File: src/rtl/fifo_pkg.sv
// rtl/fifo_pkg.sv - shared types and constants for the FIFO access scheduler
// Purpose: default data width, scheduler state encoding and operation encoding.
// Ports: none (package).
package fifo_pkg;

  localparam int DATA_W = 4;

  typedef enum logic [1:0] {
    IDLE   = 2'd0,
    ISSUE  = 2'd1,
    SETTLE = 2'd2,
    DONE   = 2'd3
  } state_t;

  typedef enum logic {
    OP_PUSH = 1'b0,
    OP_POP  = 1'b1
  } op_t;

endpackage

File: src/rtl/fifo_access_sched_if.sv
// rtl/fifo_access_sched_if.sv - producer/consumer and FIFO-control signal bundle
// Purpose: groups every handshake and data signal around the scheduler.
// Ports (signals):
//   req[1:0], din0, din1, gnt[1:0]  producer push handshake
//   pop_req, pop_ack, pop_data      consumer pop handshake
//   enq, fifo_in, deq               strobes/data to FIFO control
//   fifo_out, full, empty           head word and status from FIFO control
// Modports: slave = scheduler view, master = environment view.
interface fifo_access_sched_if #(
  parameter int DATA_W = fifo_pkg::DATA_W
);

  logic [1:0]        req;
  logic [DATA_W-1:0] din0;
  logic [DATA_W-1:0] din1;
  logic [1:0]        gnt;
  logic              pop_req;
  logic              pop_ack;
  logic [DATA_W-1:0] pop_data;
  logic              enq;
  logic [DATA_W-1:0] fifo_in;
  logic              deq;
  logic [DATA_W-1:0] fifo_out;
  logic              full;
  logic              empty;

  modport slave (
    input  req, din0, din1, pop_req, fifo_out, full, empty,
    output gnt, pop_ack, pop_data, enq, fifo_in, deq
  );

  modport master (
    output req, din0, din1, pop_req, fifo_out, full, empty,
    input  gnt, pop_ack, pop_data, enq, fifo_in, deq
  );

endinterface

File: src/rtl/fifo_access_sched_rr_arb2.sv
// rtl/fifo_access_sched_rr_arb2.sv - two-way round-robin picker
// Purpose: picks one of two push requesters, favouring the one not served last.
// Ports:
//   req[1:0]  in   request vector
//   last      in   index of the requester served most recently
//   gnt[1:0]  out  one-hot pick (zero when no request)
//   idx       out  index of the pick
module rr_arb2 (
  input  logic [1:0] req,
  input  logic       last,
  output logic [1:0] gnt,
  output logic       idx
);

  always_comb begin
    gnt = 2'b00;
    idx = 1'b0;
    case (req)
      2'b01: begin
        gnt = 2'b01;
        idx = 1'b0;
      end
      2'b10: begin
        gnt = 2'b10;
        idx = 1'b1;
      end
      2'b11: begin
        idx = ~last;
        gnt = last ? 2'b01 : 2'b10;
      end
      default: begin
        gnt = 2'b00;
        idx = 1'b0;
      end
    endcase
  end

endmodule

File: src/rtl/fifo_access_sched.sv
// rtl/fifo_access_sched.sv - sequences enqueue/dequeue traffic to the 8x4 FIFO
// Purpose: shares the FIFO write side between two producers (round-robin),
//   serves one consumer, issues one enq/deq pulse per transaction and waits
//   SETTLE_CYC cycles for full/empty to settle. All outputs are registered.
// Ports:
//   clk   in  system clock, rising edge
//   rst   in  asynchronous active-low reset
//   bus   slave modport of fifo_access_sched_if (producer, consumer, FIFO side)
module fifo_access_sched #(
  parameter int DATA_W     = fifo_pkg::DATA_W,
  parameter int SETTLE_CYC = 1
) (
  input  logic                 clk,
  input  logic                 rst,
  fifo_access_sched_if.slave   bus
);

  import fifo_pkg::*;

  localparam logic [3:0] SETTLE_LAST = 4'(SETTLE_CYC - 1);

  state_t            state_q, state_d;
  op_t               op_q, op_d;
  op_t               op_turn_q, op_turn_d;
  logic              idx_q, idx_d;
  logic              rr_last_q, rr_last_d;
  logic [3:0]        cnt_q, cnt_d;
  logic [1:0]        gnt_q, gnt_d;
  logic              enq_q, enq_d;
  logic              deq_q, deq_d;
  logic              pop_ack_q, pop_ack_d;
  logic [DATA_W-1:0] fifo_in_q, fifo_in_d;
  logic [DATA_W-1:0] pop_data_q, pop_data_d;

  logic              push_ok, pop_ok, do_push, do_pop;
  logic [1:0]        arb_gnt;
  logic              arb_idx;

  rr_arb2 u_arb (
    .req  (bus.req),
    .last (rr_last_q),
    .gnt  (arb_gnt),
    .idx  (arb_idx)
  );

  // When both sides are ready, op_turn decides; a lone ready side always wins.
  assign push_ok = (|bus.req) & ~bus.full;
  assign pop_ok  = bus.pop_req & ~bus.empty;
  assign do_push = push_ok & (~pop_ok | (op_turn_q == OP_PUSH));
  assign do_pop  = pop_ok & ~do_push;

  always_comb begin
    state_d    = state_q;
    op_d       = op_q;
    op_turn_d  = op_turn_q;
    idx_d      = idx_q;
    rr_last_d  = rr_last_q;
    cnt_d      = cnt_q;
    gnt_d      = 2'b00;
    enq_d      = 1'b0;
    deq_d      = 1'b0;
    pop_ack_d  = 1'b0;
    fifo_in_d  = fifo_in_q;
    pop_data_d = pop_data_q;

    case (state_q)
      IDLE: begin
        if (push_ok && pop_ok) begin
          op_turn_d = (op_turn_q == OP_PUSH) ? OP_POP : OP_PUSH;
        end
        // Strobes are loaded here so they appear registered during ISSUE.
        if (do_push) begin
          state_d   = ISSUE;
          op_d      = OP_PUSH;
          idx_d     = arb_idx;
          fifo_in_d = arb_idx ? bus.din1 : bus.din0;
          gnt_d     = arb_gnt;
          enq_d     = 1'b1;
        end else if (do_pop) begin
          state_d = ISSUE;
          op_d    = OP_POP;
          deq_d   = 1'b1;
        end
      end
      ISSUE: begin
        state_d = SETTLE;
        cnt_d   = 4'd0;
        if (op_q == OP_PUSH) begin
          rr_last_d = idx_q;
        end
      end
      SETTLE: begin
        if (cnt_q == SETTLE_LAST) begin
          state_d = DONE;
          cnt_d   = 4'd0;
        end else begin
          cnt_d = cnt_q + 4'd1;
        end
      end
      DONE: begin
        state_d = IDLE;
        // fifo_out already reflects the dequeued word; capture it with the ack.
        if (op_q == OP_POP) begin
          pop_data_d = bus.fifo_out;
          pop_ack_d  = 1'b1;
        end
      end
      default: begin
        state_d = IDLE;
      end
    endcase
  end

  always_ff @(posedge clk or negedge rst) begin
    if (!rst) begin
      state_q    <= IDLE;
      op_q       <= OP_PUSH;
      op_turn_q  <= OP_PUSH;
      idx_q      <= 1'b0;
      rr_last_q  <= 1'b1;
      cnt_q      <= 4'd0;
      gnt_q      <= 2'b00;
      enq_q      <= 1'b0;
      deq_q      <= 1'b0;
      pop_ack_q  <= 1'b0;
      fifo_in_q  <= '0;
      pop_data_q <= '0;
    end else begin
      state_q    <= state_d;
      op_q       <= op_d;
      op_turn_q  <= op_turn_d;
      idx_q      <= idx_d;
      rr_last_q  <= rr_last_d;
      cnt_q      <= cnt_d;
      gnt_q      <= gnt_d;
      enq_q      <= enq_d;
      deq_q      <= deq_d;
      pop_ack_q  <= pop_ack_d;
      fifo_in_q  <= fifo_in_d;
      pop_data_q <= pop_data_d;
    end
  end

  assign bus.gnt      = gnt_q;
  assign bus.enq      = enq_q;
  assign bus.deq      = deq_q;
  assign bus.pop_ack  = pop_ack_q;
  assign bus.fifo_in  = fifo_in_q;
  assign bus.pop_data = pop_data_q;

endmodule

File: src/flat_wrapper.sv
// flat-port wrapper written by rule: the top's interface ports become plain ports
module fifo_access_sched_flat import fifo_pkg::*;
#(
  parameter int DATA_W     = fifo_pkg::DATA_W,
  parameter int SETTLE_CYC = 1
)
  (clk, rst, bus_req, bus_din0, bus_din1, bus_pop_req, bus_fifo_out, bus_full, bus_empty, bus_gnt, bus_pop_ack, bus_pop_data, bus_enq, bus_fifo_in, bus_deq);
  fifo_access_sched_if #(.DATA_W(DATA_W)) bus_i ();
  input  logic clk;
  input  logic rst;
  input wire logic [$bits(bus_i.req)-1:0] bus_req;
  input wire logic [$bits(bus_i.din0)-1:0] bus_din0;
  input wire logic [$bits(bus_i.din1)-1:0] bus_din1;
  input wire logic [$bits(bus_i.pop_req)-1:0] bus_pop_req;
  input wire logic [$bits(bus_i.fifo_out)-1:0] bus_fifo_out;
  input wire logic [$bits(bus_i.full)-1:0] bus_full;
  input wire logic [$bits(bus_i.empty)-1:0] bus_empty;
  output wire logic [$bits(bus_i.gnt)-1:0] bus_gnt;
  output wire logic [$bits(bus_i.pop_ack)-1:0] bus_pop_ack;
  output wire logic [$bits(bus_i.pop_data)-1:0] bus_pop_data;
  output wire logic [$bits(bus_i.enq)-1:0] bus_enq;
  output wire logic [$bits(bus_i.fifo_in)-1:0] bus_fifo_in;
  output wire logic [$bits(bus_i.deq)-1:0] bus_deq;
  assign bus_i.req = bus_req;
  assign bus_i.din0 = bus_din0;
  assign bus_i.din1 = bus_din1;
  assign bus_i.pop_req = bus_pop_req;
  assign bus_i.fifo_out = bus_fifo_out;
  assign bus_i.full = bus_full;
  assign bus_i.empty = bus_empty;
  assign bus_gnt = bus_i.gnt;
  assign bus_pop_ack = bus_i.pop_ack;
  assign bus_pop_data = bus_i.pop_data;
  assign bus_enq = bus_i.enq;
  assign bus_fifo_in = bus_i.fifo_in;
  assign bus_deq = bus_i.deq;
  fifo_access_sched #(.DATA_W(DATA_W), .SETTLE_CYC(SETTLE_CYC)) u_core (.clk(clk), .rst(rst), .bus(bus_i));
endmodule
File: config.mk
export PLATFORM = sky130hd
export DESIGN_NAME = fifo_access_sched_flat
export DESIGN_NICKNAME = d
export VERILOG_FILES = /design/src/rtl/fifo_pkg.sv /design/src/rtl/fifo_access_sched_if.sv /design/src/rtl/fifo_access_sched_rr_arb2.sv /design/src/rtl/fifo_access_sched.sv /design/src/flat_wrapper.sv
export SDC_FILE = /design/constraint.sdc
export NUM_CORES = 1
export LEC_CHECK = 0
export BUFFER_PORTS_ARGS = -buffer_cell sky130_fd_sc_hd__buf_2
export CORE_MARGIN = 2
export CORE_UTILIZATION = 50
export CTS_CLUSTER_DIAMETER = 60
export CTS_CLUSTER_SIZE = 8
export DETAILED_ROUTE_END_ITERATION = 10
export GPL_TIMING_DRIVEN = 0
export PLACE_DENSITY_LB_ADDON = 0.1
export RECOVER_POWER = 50
export REMOVE_ABC_BUFFERS = 1
export SLEW_MARGIN = 5
export SYNTH_ARGS = -nofsm -noshare
export SYNTH_HDL_FRONTEND = slang
export SYNTH_HIERARCHICAL = 1
export SYNTH_SLANG_ARGS = --single-unit
File: constraint.sdc
create_clock -name clk -period 1.8 [get_ports clk]
set_input_delay 0.09 -clock clk [delete_from_list [all_inputs] [get_ports clk]]
set_output_delay 0.09 -clock clk [all_outputs]
set_load 0.01 [all_outputs]
==> results.md <==
- CP max-delay cell: dfrtp_1
- Vias/cell: 4.91
- Setup violations, final: 0
- Commonest cells in the netlist: 22 x dfrtp_1, 14 x mux2_2, 9 x inv_1, 6 x ha_1, 3 x nand3_1
- Post-synth EDFFs: 0
- Crit Path Class: flop to flop
- Placed instance area: about 0.0013 sq mm
- Starting Density: around 55%
- Register area: 577 sq um
- Share of layout cells above drive strength 1: approximately 39%
- Total track usage: between 10% and 20%
- Fmax: ~0.58 GHz
- TritonCTS clock tree: yes
- Final Hold Fails: 0
- Yosys warns: 6
- Fin. max-slew vios: 0
- Status: completed
- Cell variety after synth: 27
- Pwr/cell area: about 1300 mW/mm^2
- Synth Register Bits: 23
- I/O Pins: 32
- Logic gate share of total power: about two fifths
- Vias: roughly 750
- Aggregate global routing overflow: 0
- Internal Pwr Total: 1.13 mW
- Area of the multi-input gates: between 400 and 500 sq um
- H-Tree Depth: 1
- Clk_lat worst skew: 0.30 ns
- Relative slew margins: 22.1%
- Synthesized area per cell: 12.9 sq um
- Count leader, synth: dfrtp_1
- Area contributors post-synth: dfrtp_1 50%, mux2_2 14%, ha_1 6.9%, inv_1 3.1%, dfstp_2 2.4%
- Register area share after synthesis: 52.8%
- Ant diodes: 0
- Clock Sinks: 23
- Cts bufs inserted: 3
- Crit path DAT: ~1.9 ns
- Unrepaired setup endpoints after global routing: no
- Req. time, crit path: around 2 ns
- Initial antenna violation count: 0
- Max VDD drop: between 900 and 1000 uV
- Remaining DRCs: 0
- Syn Inst Count: 85
- Die area: around 0.0026 sq mm
- Most common flop cell mapped by yosys: dfrtp_1
- Worst Setup End Kind: flop
- Yosys top cell area share: between 50% and 60%
- Largest net degree at the start of global routing: 24
- Die Width: approximately 51 um
- Worst Hold Class: primary input to flop
- Synthesized area: between 0.001 and 0.0015 sq mm
- Cells along the critical path: inv_1, ha_1, or3b_4, a32oi_1, mux2_1
- CP startpoint kind: flop
- Switching power: between 0.5 and 0.6 mW
- I/O Buffers: 31
- TNS Setup: 0 ns
- Net Sw Frac: between 30% and 40%
- Flop pwr share: 46.9%
- Vias in the first global route: between 700 and 800
- Cell Rows: 16
- Clk slew on worst S/H paths: between 0.1 and 0.15 ns
- Synthesis-to-layout area growth: 23.4%
- Initial DRC count: 1
- Crit-path max FO: 3
- Yosys top cell by area: dfrtp_1
- Buffer depth of the longest clock path: 2
- Leak pwr: 0.655 nW
- Post-DRT Antenna Nets: 0
- First-pass GRT wire length: about 2.9 mm
- CP max stage delay: 0.42 ns
- Delay-heaviest family, CP: flip-flops
- DR WL/cell: between 10 and 15 um
- MaxCap Viol Count: 0
- Clock power frac: a little over an eighth
- Root Driver: clkbuf_4
- Final instance area: between 0.001 and 0.0015 sq mm
- Core area: between 0.002 and 0.0025 sq mm
- Slew @ Worst Pin: ~1.2 ns
- RD Place Congestion: 0.701
- Final nets: approximately 150
- Final wirelength: 1.73 mm
- Async S/R FF share, synth: 100%
- Fillers: approximately 180
- CP bufs+invs: 1
- Drt first pass iters: 3
- Clock skew: 0.00695 ns
- Fin crit share: a little over nine tenths
- Final Critical Period: around 1.7 ns
- Final HPWL DP: around 1.3 mm
- Die height: slightly above 50 um
metrics by stage:
step | setup slack, ns | hold WS, ns | cells | power [mW] | utilization [%]
after floorplan | 0.191 | -0.206 | 85 | 1.28 | -
after global placement | 0.0895 | 0.0816 | 143 | 1.48 | 64.0
after detailed placement | 0.0945 | 0.0828 | 143 | 1.51 | 64.0
after CTS | 0.0686 | 0.0141 | 151 | 1.75 | 67.4
after global routing | 0.000191 | 0.0201 | 152 | 1.86 | 67.3
final | 0.0789 | 0.0300 | 152 | 1.72 | 67.3
layer usage:
metal	global-route usage, %	wire length, um	up-vias
li1	-	-	375
met1	19.6	784	352
met2	26.5	854	19
met3	2.68	95	0
met4	4.05	0	0
met5	0	0	-
layout by cell type (no fill, tap or decap), types with 2 or more instances in the layout:
cell,netlist,routed
nand2_1,2,2
mux2_2,14,14
and2_2,2,2
inv_1,9,9
ha_1,6,6
o21ai_0,2,2
dfrtp_1,22,22
dlygate4sd3_1,0,4
buf_2,0,24
clkbuf_4,0,3
mux2i_1,2,2
nand3_1,3,3
nand2b_1,2,2
nor3_1,2,2
clkbuf_1,0,7
a21boi_1,1,2
a21oi_1,2,2
nor2b_1,2,2
worst reg2reg max path, delay by kind of cell (launching register included):
kind / cells / cell delay [ns]
DFF: 1 / 0.42
and+or+nand+nor: 1 / 0.39
muxes: 1 / 0.35
AOI/OAI and AO/OA: 1 / 0.22
adders and majority gates: 1 / 0.15
buffers and inverters: 1 / 0.09
worst paths after layout:
check	from	to	slack, ns	cells past startpoint
setup / recovery	u_core/cnt_q[0]	u_core/state_q[1]	0.08	5
max in group asynchronous	rst	u_core/idx_q	0.58	2
min in group asynchronous	rst	u_core/bus.fifo_in[0]	0.53	2
setup reg to reg	u_core/cnt_q[0]	u_core/state_q[1]	0.08	5
hold / removal	bus_fifo_out[2]	u_core/bus.pop_data[2]	0.03	2
hold reg to reg	u_core/bus.pop_data[3]	u_core/bus.pop_data[3]	0.51	1
power groups by stage:
stage | Combinational [mW] | Clock (mW) | Sequential [mW]
floorplan | 0.415 | 0 | 0.864
global placement | 0.670 | 0 | 0.807
detailed placement | 0.687 | 0 | 0.821
CTS | 0.696 | 0.246 | 0.808
global route | 0.764 | 0.264 | 0.832
finish | 0.687 | 0.228 | 0.807
final cells by class:
class                      count  share of cell area (%)
sequential                    23                    42.8
multi-input combinational     53                    35.7
timing repair buffer          36                    14.4
inverter                       9                    2.51
tap                           27                    2.51
clock buffer                   3                    1.67
clock inverter                 1                   0.371
logic make-up after synthesis:
logic type | synth area share (%)
compound gates | 10.4
xor+xnor | 0.802
fa+ha+maj | 6.87
buf+inv | 3.09
flops | 52.8
mux | 17.3
simple gates | 8.70
flip-flops by register name, indices dropped and copies added, names as in the netlist:
signal,cells
u_core/rr_last_q,1
u_core/bus.fifo_in,4
u_core/bus.enq,1
u_core/idx_q,1
u_core/bus.pop_ack,1
u_core/bus.deq,1
u_core/op_turn_q,1
u_core/op_q,1
u_core/state_q,2
u_core/cnt_q,4
u_core/bus.gnt,2
u_core/bus.pop_data,4
repair_timing:
item / CTS / global route
resized for setup: 0 / 1
hold buffers: 4 / 0
setup endpoints to repair: 0 / 5
setup buffers: 0 / 1
hold endpoints to repair: 25 / 0
Power figures use the tool's default switching activity.
